[src/rtl/cpu_step_tracer_if.sv]
// Readback port of the step tracer: the display/UART side requests an entry/channel
// and receives registered data one cycle later.
interface cpu_step_tracer_if #(
  parameter int DATA_W = 32,
  parameter int NUM_CH = 4,
  parameter int DEPTH  = 16
);
  localparam int IDX_W = $clog2(DEPTH);
  localparam int CH_W  = (NUM_CH > 1) ? $clog2(NUM_CH) : 1;

  logic              rd_en;
  logic [IDX_W-1:0]  rd_idx;
  logic [CH_W-1:0]   rd_ch;
  logic [DATA_W-1:0] rd_data;
  logic              rd_valid;

  modport master (output rd_en, rd_idx, rd_ch, input rd_data, rd_valid);
  modport slave  (input rd_en, rd_idx, rd_ch, output rd_data, rd_valid);
endinterface

[src/rtl/cpu_step_tracer.sv]
// Single-step / free-run CPU clock-enable gate with PC breakpoint, per-step probe
// capture into a circular trace buffer, PC transition classification and readback.
//
// state    | meaning
// IDLE     | waiting for step_req or run_en
// ISSUE    | cpu_en pulse for one cycle
// CAPTURE  | probe sampled at the edge leaving this state
// HALT     | breakpoint hit; waits for run_en release
module cpu_step_tracer #(
  parameter int DATA_W  = 32,
  parameter int NUM_CH  = 4,
  parameter int DEPTH   = 16,
  parameter int PC_STEP = 4,
  parameter int CNT_W   = 16
) (
  input  logic                     clk,
  input  logic                     rst,
  input  logic                     step_req,
  input  logic                     run_en,
  input  logic                     brk_en,
  input  logic [DATA_W-1:0]        brk_pc,
  input  logic                     clr,
  input  logic [NUM_CH*DATA_W-1:0] probe,
  output logic                     cpu_en,
  output logic                     busy,
  output logic                     halted,
  output logic [1:0]               pc_class,
  output logic [CNT_W-1:0]         step_count,
  output logic [$clog2(DEPTH):0]   count,
  output logic                     overflow,
  cpu_step_tracer_if.slave         rd
);
  localparam int IDX_W = $clog2(DEPTH);
  localparam int CH_W  = (NUM_CH > 1) ? $clog2(NUM_CH) : 1;
  localparam logic [DATA_W-1:0]    PC_INC = DATA_W'(PC_STEP);
  localparam logic [IDX_W:0]       FULL   = (IDX_W+1)'(DEPTH);
  // One bit per encodable channel index; set for indices that name a real channel.
  localparam logic [2**CH_W-1:0]   CH_OK  = {(2**CH_W){1'b1}} >> (2**CH_W - NUM_CH);

  typedef enum logic [1:0] {S_IDLE, S_ISSUE, S_CAPTURE, S_HALT} state_t;

  state_t            state;
  logic              run_flag;
  logic [DATA_W-1:0] pc_now;
  logic              brk_hit;
  logic              capture;
  logic [IDX_W-1:0]  wr_ptr;
  logic [IDX_W-1:0]  oldest;
  logic [IDX_W-1:0]  rd_addr;
  logic              rd_in_range;
  logic [DATA_W-1:0] prev_pc;
  logic              prev_valid;
  logic [DATA_W-1:0] mem [DEPTH][NUM_CH];

  assign pc_now  = probe[DATA_W-1:0];
  assign brk_hit = brk_en && (pc_now == brk_pc);
  assign capture = (state == S_CAPTURE) && !clr;
  // When full, count's low bits are zero, so oldest collapses onto wr_ptr.
  assign oldest  = wr_ptr - count[IDX_W-1:0];
  assign rd_addr = oldest + rd.rd_idx;
  assign rd_in_range = ({1'b0, rd.rd_idx} < count) && CH_OK[rd.rd_ch];

  always_ff @(posedge clk) begin
    if (rst) begin
      state    <= S_IDLE;
      run_flag <= 1'b0;
      cpu_en   <= 1'b0;
      busy     <= 1'b0;
      halted   <= 1'b0;
    end else begin
      cpu_en <= 1'b0;
      case (state)
        S_IDLE: begin
          if (step_req) begin
            state    <= S_ISSUE;
            run_flag <= 1'b0;
            cpu_en   <= 1'b1;
            busy     <= 1'b1;
          end else if (run_en) begin
            state    <= S_ISSUE;
            run_flag <= 1'b1;
            cpu_en   <= 1'b1;
            busy     <= 1'b1;
          end
        end
        S_ISSUE: begin
          state <= S_CAPTURE;
          busy  <= 1'b1;
        end
        S_CAPTURE: begin
          if (brk_hit) begin
            state  <= S_HALT;
            busy   <= 1'b0;
            halted <= 1'b1;
          end else if (run_flag && run_en) begin
            state  <= S_ISSUE;
            cpu_en <= 1'b1;
            busy   <= 1'b1;
          end else begin
            state <= S_IDLE;
            busy  <= 1'b0;
          end
        end
        S_HALT: begin
          if (!run_en) begin
            state  <= S_IDLE;
            halted <= 1'b0;
          end
        end
        default: begin
          state  <= S_IDLE;
          busy   <= 1'b0;
          halted <= 1'b0;
        end
      endcase
    end
  end

  always_ff @(posedge clk) begin
    if (rst) begin
      wr_ptr     <= '0;
      count      <= '0;
      overflow   <= 1'b0;
      step_count <= '0;
      pc_class   <= 2'b00;
      prev_pc    <= '0;
      prev_valid <= 1'b0;
    end else if (clr) begin
      count      <= '0;
      overflow   <= 1'b0;
      step_count <= '0;
      prev_valid <= 1'b0;
    end else if (capture) begin
      wr_ptr     <= wr_ptr + 1'b1;
      step_count <= step_count + 1'b1;
      prev_pc    <= pc_now;
      prev_valid <= 1'b1;
      if (count == FULL) overflow <= 1'b1;
      else               count    <= count + 1'b1;
      if (!prev_valid)                    pc_class <= 2'b00;
      else if (pc_now == prev_pc + PC_INC) pc_class <= 2'b01;
      else if (pc_now == prev_pc)          pc_class <= 2'b11;
      else                                 pc_class <= 2'b10;
    end
  end

  always_ff @(posedge clk) begin
    if (capture && !rst) begin
      for (int k = 0; k < NUM_CH; k++) mem[wr_ptr][k] <= probe[k*DATA_W +: DATA_W];
    end
  end

  always_ff @(posedge clk) begin
    if (rst) begin
      rd.rd_valid <= 1'b0;
      rd.rd_data  <= '0;
    end else begin
      rd.rd_valid <= rd.rd_en;
      if (rd.rd_en) rd.rd_data <= rd_in_range ? mem[rd_addr][rd.rd_ch] : '0;
    end
  end
endmodule

[src/flat_wrapper.sv]
// flat-port wrapper written by rule: the top's interface ports become plain ports
module cpu_step_tracer_flat 
#(
  parameter int DATA_W  = 32,
  parameter int NUM_CH  = 4,
  parameter int DEPTH   = 16,
  parameter int PC_STEP = 4,
  parameter int CNT_W   = 16
)
  (clk, rst, step_req, run_en, brk_en, brk_pc, clr, probe, cpu_en, busy, halted, pc_class, step_count, count, overflow, rd_rd_en, rd_rd_idx, rd_rd_ch, rd_rd_data, rd_rd_valid);
  cpu_step_tracer_if #(.DATA_W(DATA_W), .NUM_CH(NUM_CH), .DEPTH(DEPTH)) rd_i ();
  input  logic clk;
  input  logic rst;
  input  logic step_req;
  input  logic run_en;
  input  logic brk_en;
  input  logic [DATA_W-1:0] brk_pc;
  input  logic clr;
  input  logic [NUM_CH*DATA_W-1:0] probe;
  output logic cpu_en;
  output logic busy;
  output logic halted;
  output logic [1:0] pc_class;
  output logic [CNT_W-1:0] step_count;
  output logic [$clog2(DEPTH):0] count;
  output logic overflow;
  input wire logic [$bits(rd_i.rd_en)-1:0] rd_rd_en;
  input wire logic [$bits(rd_i.rd_idx)-1:0] rd_rd_idx;
  input wire logic [$bits(rd_i.rd_ch)-1:0] rd_rd_ch;
  output wire logic [$bits(rd_i.rd_data)-1:0] rd_rd_data;
  output wire logic [$bits(rd_i.rd_valid)-1:0] rd_rd_valid;
  assign rd_i.rd_en = rd_rd_en;
  assign rd_i.rd_idx = rd_rd_idx;
  assign rd_i.rd_ch = rd_rd_ch;
  assign rd_rd_data = rd_i.rd_data;
  assign rd_rd_valid = rd_i.rd_valid;
  cpu_step_tracer #(.DATA_W(DATA_W), .NUM_CH(NUM_CH), .DEPTH(DEPTH), .PC_STEP(PC_STEP), .CNT_W(CNT_W)) u_core (.clk(clk), .rst(rst), .step_req(step_req), .run_en(run_en), .brk_en(brk_en), .brk_pc(brk_pc), .clr(clr), .probe(probe), .cpu_en(cpu_en), .busy(busy), .halted(halted), .pc_class(pc_class), .step_count(step_count), .count(count), .overflow(overflow), .rd(rd_i));
endmodule
[config.mk]
export PLATFORM = sky130hd
export DESIGN_NAME = cpu_step_tracer_flat
export DESIGN_NICKNAME = d
export VERILOG_FILES = /design/src/rtl/cpu_step_tracer_if.sv /design/src/rtl/cpu_step_tracer.sv /design/src/flat_wrapper.sv
export SDC_FILE = /design/constraint.sdc
export NUM_CORES = 2
export LEC_CHECK = 0
export ABC_AREA = 1
export CAP_MARGIN = 20
export CORE_ASPECT_RATIO = 1.2
export CORE_MARGIN = 2
export CORE_UTILIZATION = 40
export CTS_CLUSTER_SIZE = 12
export DETAILED_ROUTE_END_ITERATION = 10
export GPL_TIMING_DRIVEN = 0
export PLACE_DENSITY = 0.54
export REMOVE_ABC_BUFFERS = 1
export SETUP_SLACK_MARGIN = 0.4
export SYNTH_ARGS = -nofsm -noshare
export SYNTH_HDL_FRONTEND = slang
export SYNTH_SLANG_ARGS = --single-unit
[constraint.sdc]
create_clock -name clk -period 11.8 [get_ports clk]
set_input_delay 2.95 -clock clk [delete_from_list [all_inputs] [get_ports clk]]
set_output_delay 2.95 -clock clk [all_outputs]
set_load 0.02 [all_outputs]
; ---- Yosys cells after proc, flatten, opt, wreduce, memory -nomap -nowiden
; Memory sizes are Yosys's and may differ from the RTL's.
; Cells that the tools add are included.
[op_classes]
add_sub_neg = 6
muxes = 29
mul = 0
n_bitwise = 3
shifts = 0
n_div = 0
n_eq_ne = 10
order_cmp = 3
reduce_logical = 19
[op_table]
columns = op, n
row1 = $eq 32x32->1, 3
row2 = $mux 32, 3
row3 = $bmux 32 s2, 1
row4 = $add 32x3->32 const B, 1
row5 = $add 16x1->16 const B, 1
row6 = $mux 1, 14
row7 = $mux 2, 6
row8 = $reduce_and 2->1, 6
row9 = $pmux 2 s4, 1
row10 = $add 5x1->5 const B, 1
row11 = $eq 5x5->1 const B, 1
row12 = $logic_and 1x1->1, 5
row13 = $lt 4x5->1, 1
row14 = $add 4x1->4 const B, 1
row15 = $add 4x4->4, 1
row16 = $eq 2x2->1 const B, 2
row17 = $pmux 1 s2, 2
row18 = $reduce_bool 2->1, 2
row19 = $sub 4x4->4, 1
row20 = $ge 3x3->1 const B, 1
row21 = $lt 2x3->1 const B, 1
row22 = $ne 3x3->1 const B, 1
row23 = $not 2->3, 1
row24 = $pmux 1 s3, 1
row25 = 10 further kinds, 12
[totals]
output_inout_bits = 60
mem_bits_ro = 0
mem_count = 1
in_bits = 173
latch_bits = 0
ramBits = 2048
regBits = 100
[mem_list]
columns = name, depth, word_bits, rd, rd_ports_with_merged_regs, wr, line
row1 = u_core.mem, 16, 128, 1, 0, 1, cpu_step_tracer.sv:53  ; logic [DATA_W-1:0] mem [DEPTH][NUM_CH];

; ---- Depth between registers and ports, before layout
; An unclocked memory read counts as a cell.
[logic_depth]
word_depth = 7
depth_mapped = 19

; ---- Worst setup path before layout
; Ideal clock, no wire load.
[synth_path]
kind = input port to flip-flop
from = input port rst
to = memory u_core.mem[0][0] in the netlist's numbering, enable pin
arrival_ps = 9190
slack_ps = 1993
path_stages = 6
cell_sequence = clkbuf_1 -> nor2_1 -> inv_1 -> nor2_1 -> nand2_1 -> nor2_1
[synth_between]
elab_chain_cells = 4
[synth_lines]
columns = item, line
row1 = "start, declared", flat_wrapper.sv:13  ; input logic rst;
row2 = $logic_not 1->1, cpu_step_tracer.sv:148  ; if (capture && !rst) begin
row3 = $logic_and 1x1->1, cpu_step_tracer.sv:148
row4 = $mux 1, cpu_step_tracer.sv:148
row5 = $mux 1 (implied by the code), cpu_step_tracer.sv:149  ; for (int k = 0; k < NUM_CH; k++) mem[wr_ptr][k] <= probe[k*DATA_W +: DATA_W];
row6 = "end, declared", cpu_step_tracer.sv:53
; No other way between the ends.

; ---- Worst setup path in the final report
[layout_path]
from = input port rd_rd_idx[1]
to = register u_core.rd.rd_data[21]
[layout_between]
elab_chain_cells = 6
word_cells_on_any_way = 8
classes_between = add/sub: 1 / order compare: 1 / mux: 4 / reduce/logical: 1 / memory: 1
[layout_lines]
columns = item, line
row1 = "start, declared", flat_wrapper.sv:28  ; input wire logic [$bits(rd_i.rd_idx)-1:0] rd_rd_idx;
row2 = $add 4x4->4, cpu_step_tracer.sv:60  ; assign rd_addr = oldest + rd.rd_idx;
row3 = $mem_v2 16x128, n/a
row4 = $bmux 32 s2, cpu_step_tracer.sv:159  ; if (rd.rd_en) rd.rd_data <= rd_in_range ? mem[rd_addr][rd.rd_ch] : '0;
row5 = $mux 32 (implied by the code) (2 in series), cpu_step_tracer.sv:159
row6 = $mux 32 *, cpu_step_tracer.sv:159
row7 = "end signal, assigned", cpu_step_tracer.sv:159
row8 = "end, declared", cpu_step_tracer_if.sv:18  ; modport slave (input rd_en, rd_idx, rd_ch, output rd_data, rd_valid);
; Every way passes the cells marked *; elsewhere a longest branch is shown, timed or not. The select of a mux whose other input is x is not followed.
; A chain may end at the register's enable or synchronous reset.

==> results.toml <==
[place]
pre_cts_slack_ns = 2.976
place_congestion = 0.8082
io_buffers = 232
hpwl_mm = 152.1

[critical_path]
crit_type = "input pin to register"
critPathMostFrequentCell = "buf_16"
critPathRequiredTime_ns = 12.52
cp_max_fo = 72
cp_cell_sequence = "clkdlybuf4s50_1 -> inv_1 -> fa_1 -> inv_1 -> fa_4 -> buf_16 -> clkinv_4 -> buf_16 -> buf_16 -> buf_16 -> a21oi_1 -> a22o_1 -> nand2_1 -> nand3_1 -> nand3_1 -> nand2_1 -> nand2_1 -> nand3_1 -> a21oi_1"
cpPeakStageDelay_ns = 1.12
critPathCaptureType = "register"
endpoint = "u_core.rd.rd_data[21]$_SDFFE_PP0P_"
r2r_slack_ns = 6.14
crit_start = "rd_rd_idx[1]"
r2r-start = "u_core.wr_ptr[0]$_SDFFE_PP0P_"
rr_worst_depth = 19
worstSetupStartpointType = "input pin"
worstPathArrival_ns = 8.59
reg2reg_to = "u_core.rd.rd_data[21]$_SDFFE_PP0P_"
cpMaxStageDelayCell = "fa_4"

[hold_path]
hp-class = "register to register"

[outcome]
status = "finished, final reports clean"

[cts]
h-tree-depth = 4
post_cts_buffers = 0
cts-root-buf = "clkbuf_16"
cts_resized = 0
cts_tree = "yes"
clock_latency_ns = 0.84
cts.hold.buffers_added = 0
clockBufferDepth = 3
cts_buffers = 211
clk_pin_slew_worst_paths_ns = 0.06
cts_sinks = 2148

[layout]
multi_input_area_um2 = 21890
fill_cells = 19390
regArea_um2 = 63500
nNetsFinal = 7628
area_growth_pct = 16.45
drive_gt1_frac = 0.06787

[synthesis]
synthCells = 7259
synth_area_per_cell_um2 = 12.12
ys_types = 47
synth_area_um2 = 88010
ys.warnings.count = 0
synth-seq-cells = 2148
synth-seq-area-share = 0.7215

[global_routing]
grt_usage = 0.2258
gr-total-overflow = 0
antenna_found_initial = 36
grt_max_degree = 195
grt_pass1_wl_mm = 377.5
grt_pass1_vias = 56730

[power_and_ir_drop]
power_density_nw_per_um2 = 167.4
p_total_w = 0.01716
ir_worst_vdd_v = 0.0001612
p_leak_nw = 35.40

[timing]
setup_ws_ns = 3.929
max_freq_mhz = 127.0
worst-slew-pin-transition_ns = 1.121
finalHoldViolations = 0
period_minus_slack_ns = 7.871
holdWs_ns = 0.4559
clock_skew_ns = 0.02002
timing.final.crit_share = 0.6671
rsz0062_at_grt = "no"
maxSlewViolCount = 0
slew_headroom = 0.2505
setup_viol = 0

[floorplanning]
start_util = 0.4023
die_h_um = 517.8
die_w_um = 432.2
io_pins = 233
row_count = 188
core-area_um2 = 218800
dieArea_um2 = 223800

[detailed_routing]
dr.first_iter.drc_count = 5084
detail-route-antenna-nets = 0
wl_per_cell_um = 24.67
drc = 0
route.vias.total = 58060
drtPass1Iterations = 6
vias_per_cell = 5.554
drt_wl_total_mm = 257.9

[job]
maxCapViolations = 0
==> registers in the layout (all words and copies together), names as in the netlist <==
signal              flops
u_core.halted           1
u_core.rd.rd_data      32
u_core.busy             1
u_core.cpu_en           1
u_core.state            2
u_core.count            5
u_core.run_flag         1
u_core.step_count      16
u_core.rd.rd_valid      1
u_core.prev_valid       1
u_core.prev_pc         32
u_core.mem           2048
u_core.wr_ptr           4
u_core.overflow         1
u_core.pc_class         2
==> worst min path at each step <==
stage          slack, ns  depth (start not counted)                                from                                  to
2_1_floorplan       0.44                          2      u_core.prev_valid$_SDFFE_PP0P_      u_core.prev_valid$_SDFFE_PP0P_
3_3_place_gp        0.45                          2      u_core.prev_valid$_SDFFE_PP0P_      u_core.prev_valid$_SDFFE_PP0P_
3_5_place_dp        0.45                          2      u_core.prev_valid$_SDFFE_PP0P_      u_core.prev_valid$_SDFFE_PP0P_
4_1_cts             0.46                          2      u_core.prev_valid$_SDFFE_PP0P_      u_core.prev_valid$_SDFFE_PP0P_
6_report            0.46                          2      u_core.prev_valid$_SDFFE_PP0P_      u_core.prev_valid$_SDFFE_PP0P_
5_1_grt             0.48                          2  u_core.rd.rd_data[31]$_SDFFE_PP0P_  u_core.rd.rd_data[31]$_SDFFE_PP0P_
==> cell usage in the layout (no fill, tap or decap), types with 3 or more instances in the layout <==
master / instances
buf_8: 15
clkinv_4: 3
dfxtp_1: 100
nor2_1: 265
buf_6: 7
a21oi_1: 889
o21ai_0: 153
nor3_1: 9
o221ai_1: 14
buf_12: 116
nor2_2: 4
nor4_1: 11
a22o_1: 399
ha_1: 14
edfxtp_1: 2048
or2_2: 13
inv_1: 122
clkbuf_16: 218
xor2_1: 21
clkbuf_8: 15
nor3b_1: 3
clkbuf_1: 91
nand3_1: 580
clkinvlp_4: 4
clkdlybuf4s50_1: 229
nor2_4: 21
xnor2_1: 20
clkinv_2: 7
clkinv_8: 6
buf_16: 62
buf_4: 3
nand4_1: 24
nand2_1: 2043
diode_2: 15
clkinv_1: 18
inv_6: 3
==> synthesized netlist by cell type, drive strengths merged <==
cell type / instances / area (µm²)
nor2: 290 / 1124
or2: 15 / 93.84
nand2b: 1 / 13.76
clkbuf: 131 / 491.7
and2: 1 / 6.260
a21o: 1 / 7.510
edfxtp: 2048 / 61500
a31oi: 1 / 6.260
ha: 15 / 187.7
xor2: 21 / 183.9
o221ai: 14 / 122.6
nand2: 2046 / 7682
nand3b: 1 / 7.510
clkinv: 3 / 12.51
or3b: 1 / 8.760
a22o: 399 / 3495
o22ai: 2 / 12.51
nand3: 581 / 2913
o211ai: 2 / 15.01
nor3b: 4 / 35.03
o21a: 2 / 15.01
and3: 2 / 12.51
xnor2: 21 / 183.9
fa: 3 / 60.06
nor3: 9 / 45.04
a21oi: 890 / 4458
inv: 126 / 473.0
dfxtp: 100 / 2002
o21ai: 155 / 775.7
nand4: 24 / 150.1
nor4: 12 / 90.09
o21bai: 2 / 15.01
buf: 336 / 1814
==> cell families (layout without fill, tap and decap cells) <==
group | count (synthesis) | after routing | synth area share
other | 0 | 15 | 0
AOI/OAI and AO/OA | 1468 | 1468 | 0.1014
adders and majority gates | 18 | 18 | 0.002815
and+or+nand+nor | 2987 | 2987 | 0.1384
DFF | 2148 | 2148 | 0.7215
xor gates and xnor gates | 42 | 42 | 0.004180
buffers and inverters | 596 | 925 | 0.03172
==> worst max-delay path, delay by kind of cell <==
family / cells / cell delay [ns]
adder cells (fa/ha/maj): 2 / 1.65
AO/OA/AOI/OAI: 3 / 0.42
buffers and inverters: 8 / 2.62
AND/OR/NAND/NOR: 6 / 0.80
==> final cells by class <==
cell class	count	share of cell area
Clock buffer	324	0.05857
Clock inverter	40	0.003162
Timing Repair Buffer	432	0.06486
Sequential cell	2148	0.6196
Antenna cell	15	0.0003662
Inverter	129	0.005030
Tap cell	2850	0.03479
Multi-Input combinational cell	4515	0.2136
==> layer usage <==
metal  track usage  share of wire  vias up
li1              -              -    26540
met1        0.3085           0.43    29310
met2        0.3729           0.48     1812
met3       0.03362          0.060      384
met4       0.06672          0.025       18
met5             0        0.00048        -
==> report_power, final <==
| part | internal (W) | total, W | switching, W |
|---|---|---|---|
| sequential | 0.00836 | 0.00838 | 0.0000148 |
| clock | 0.00352 | 0.00630 | 0.00278 |
| combinational | 0.000844 | 0.00248 | 0.00164 |
| total | 0.0127 | 0.0172 | 0.00443 |
==> through the flow <==
| step | std cells | setup TNS, ns | cell area [µm²] | util |
|---|---|---|---|---|
| global placement | 9874 | - | 91590 | 0.4187 |
| CTS | 10440 | 0 | 102400 | 0.4680 |
| finish | 10450 | 0 | 102500 | 0.4685 |
| floorplan | 6792 | -901.68 | 85710 | - |
| detailed placement | 10070 | 0 | 96060 | 0.4391 |
| global route | 10450 | 0 | 102500 | 0.4684 |
No activity file was read; power rests on OpenSTA's default activity.
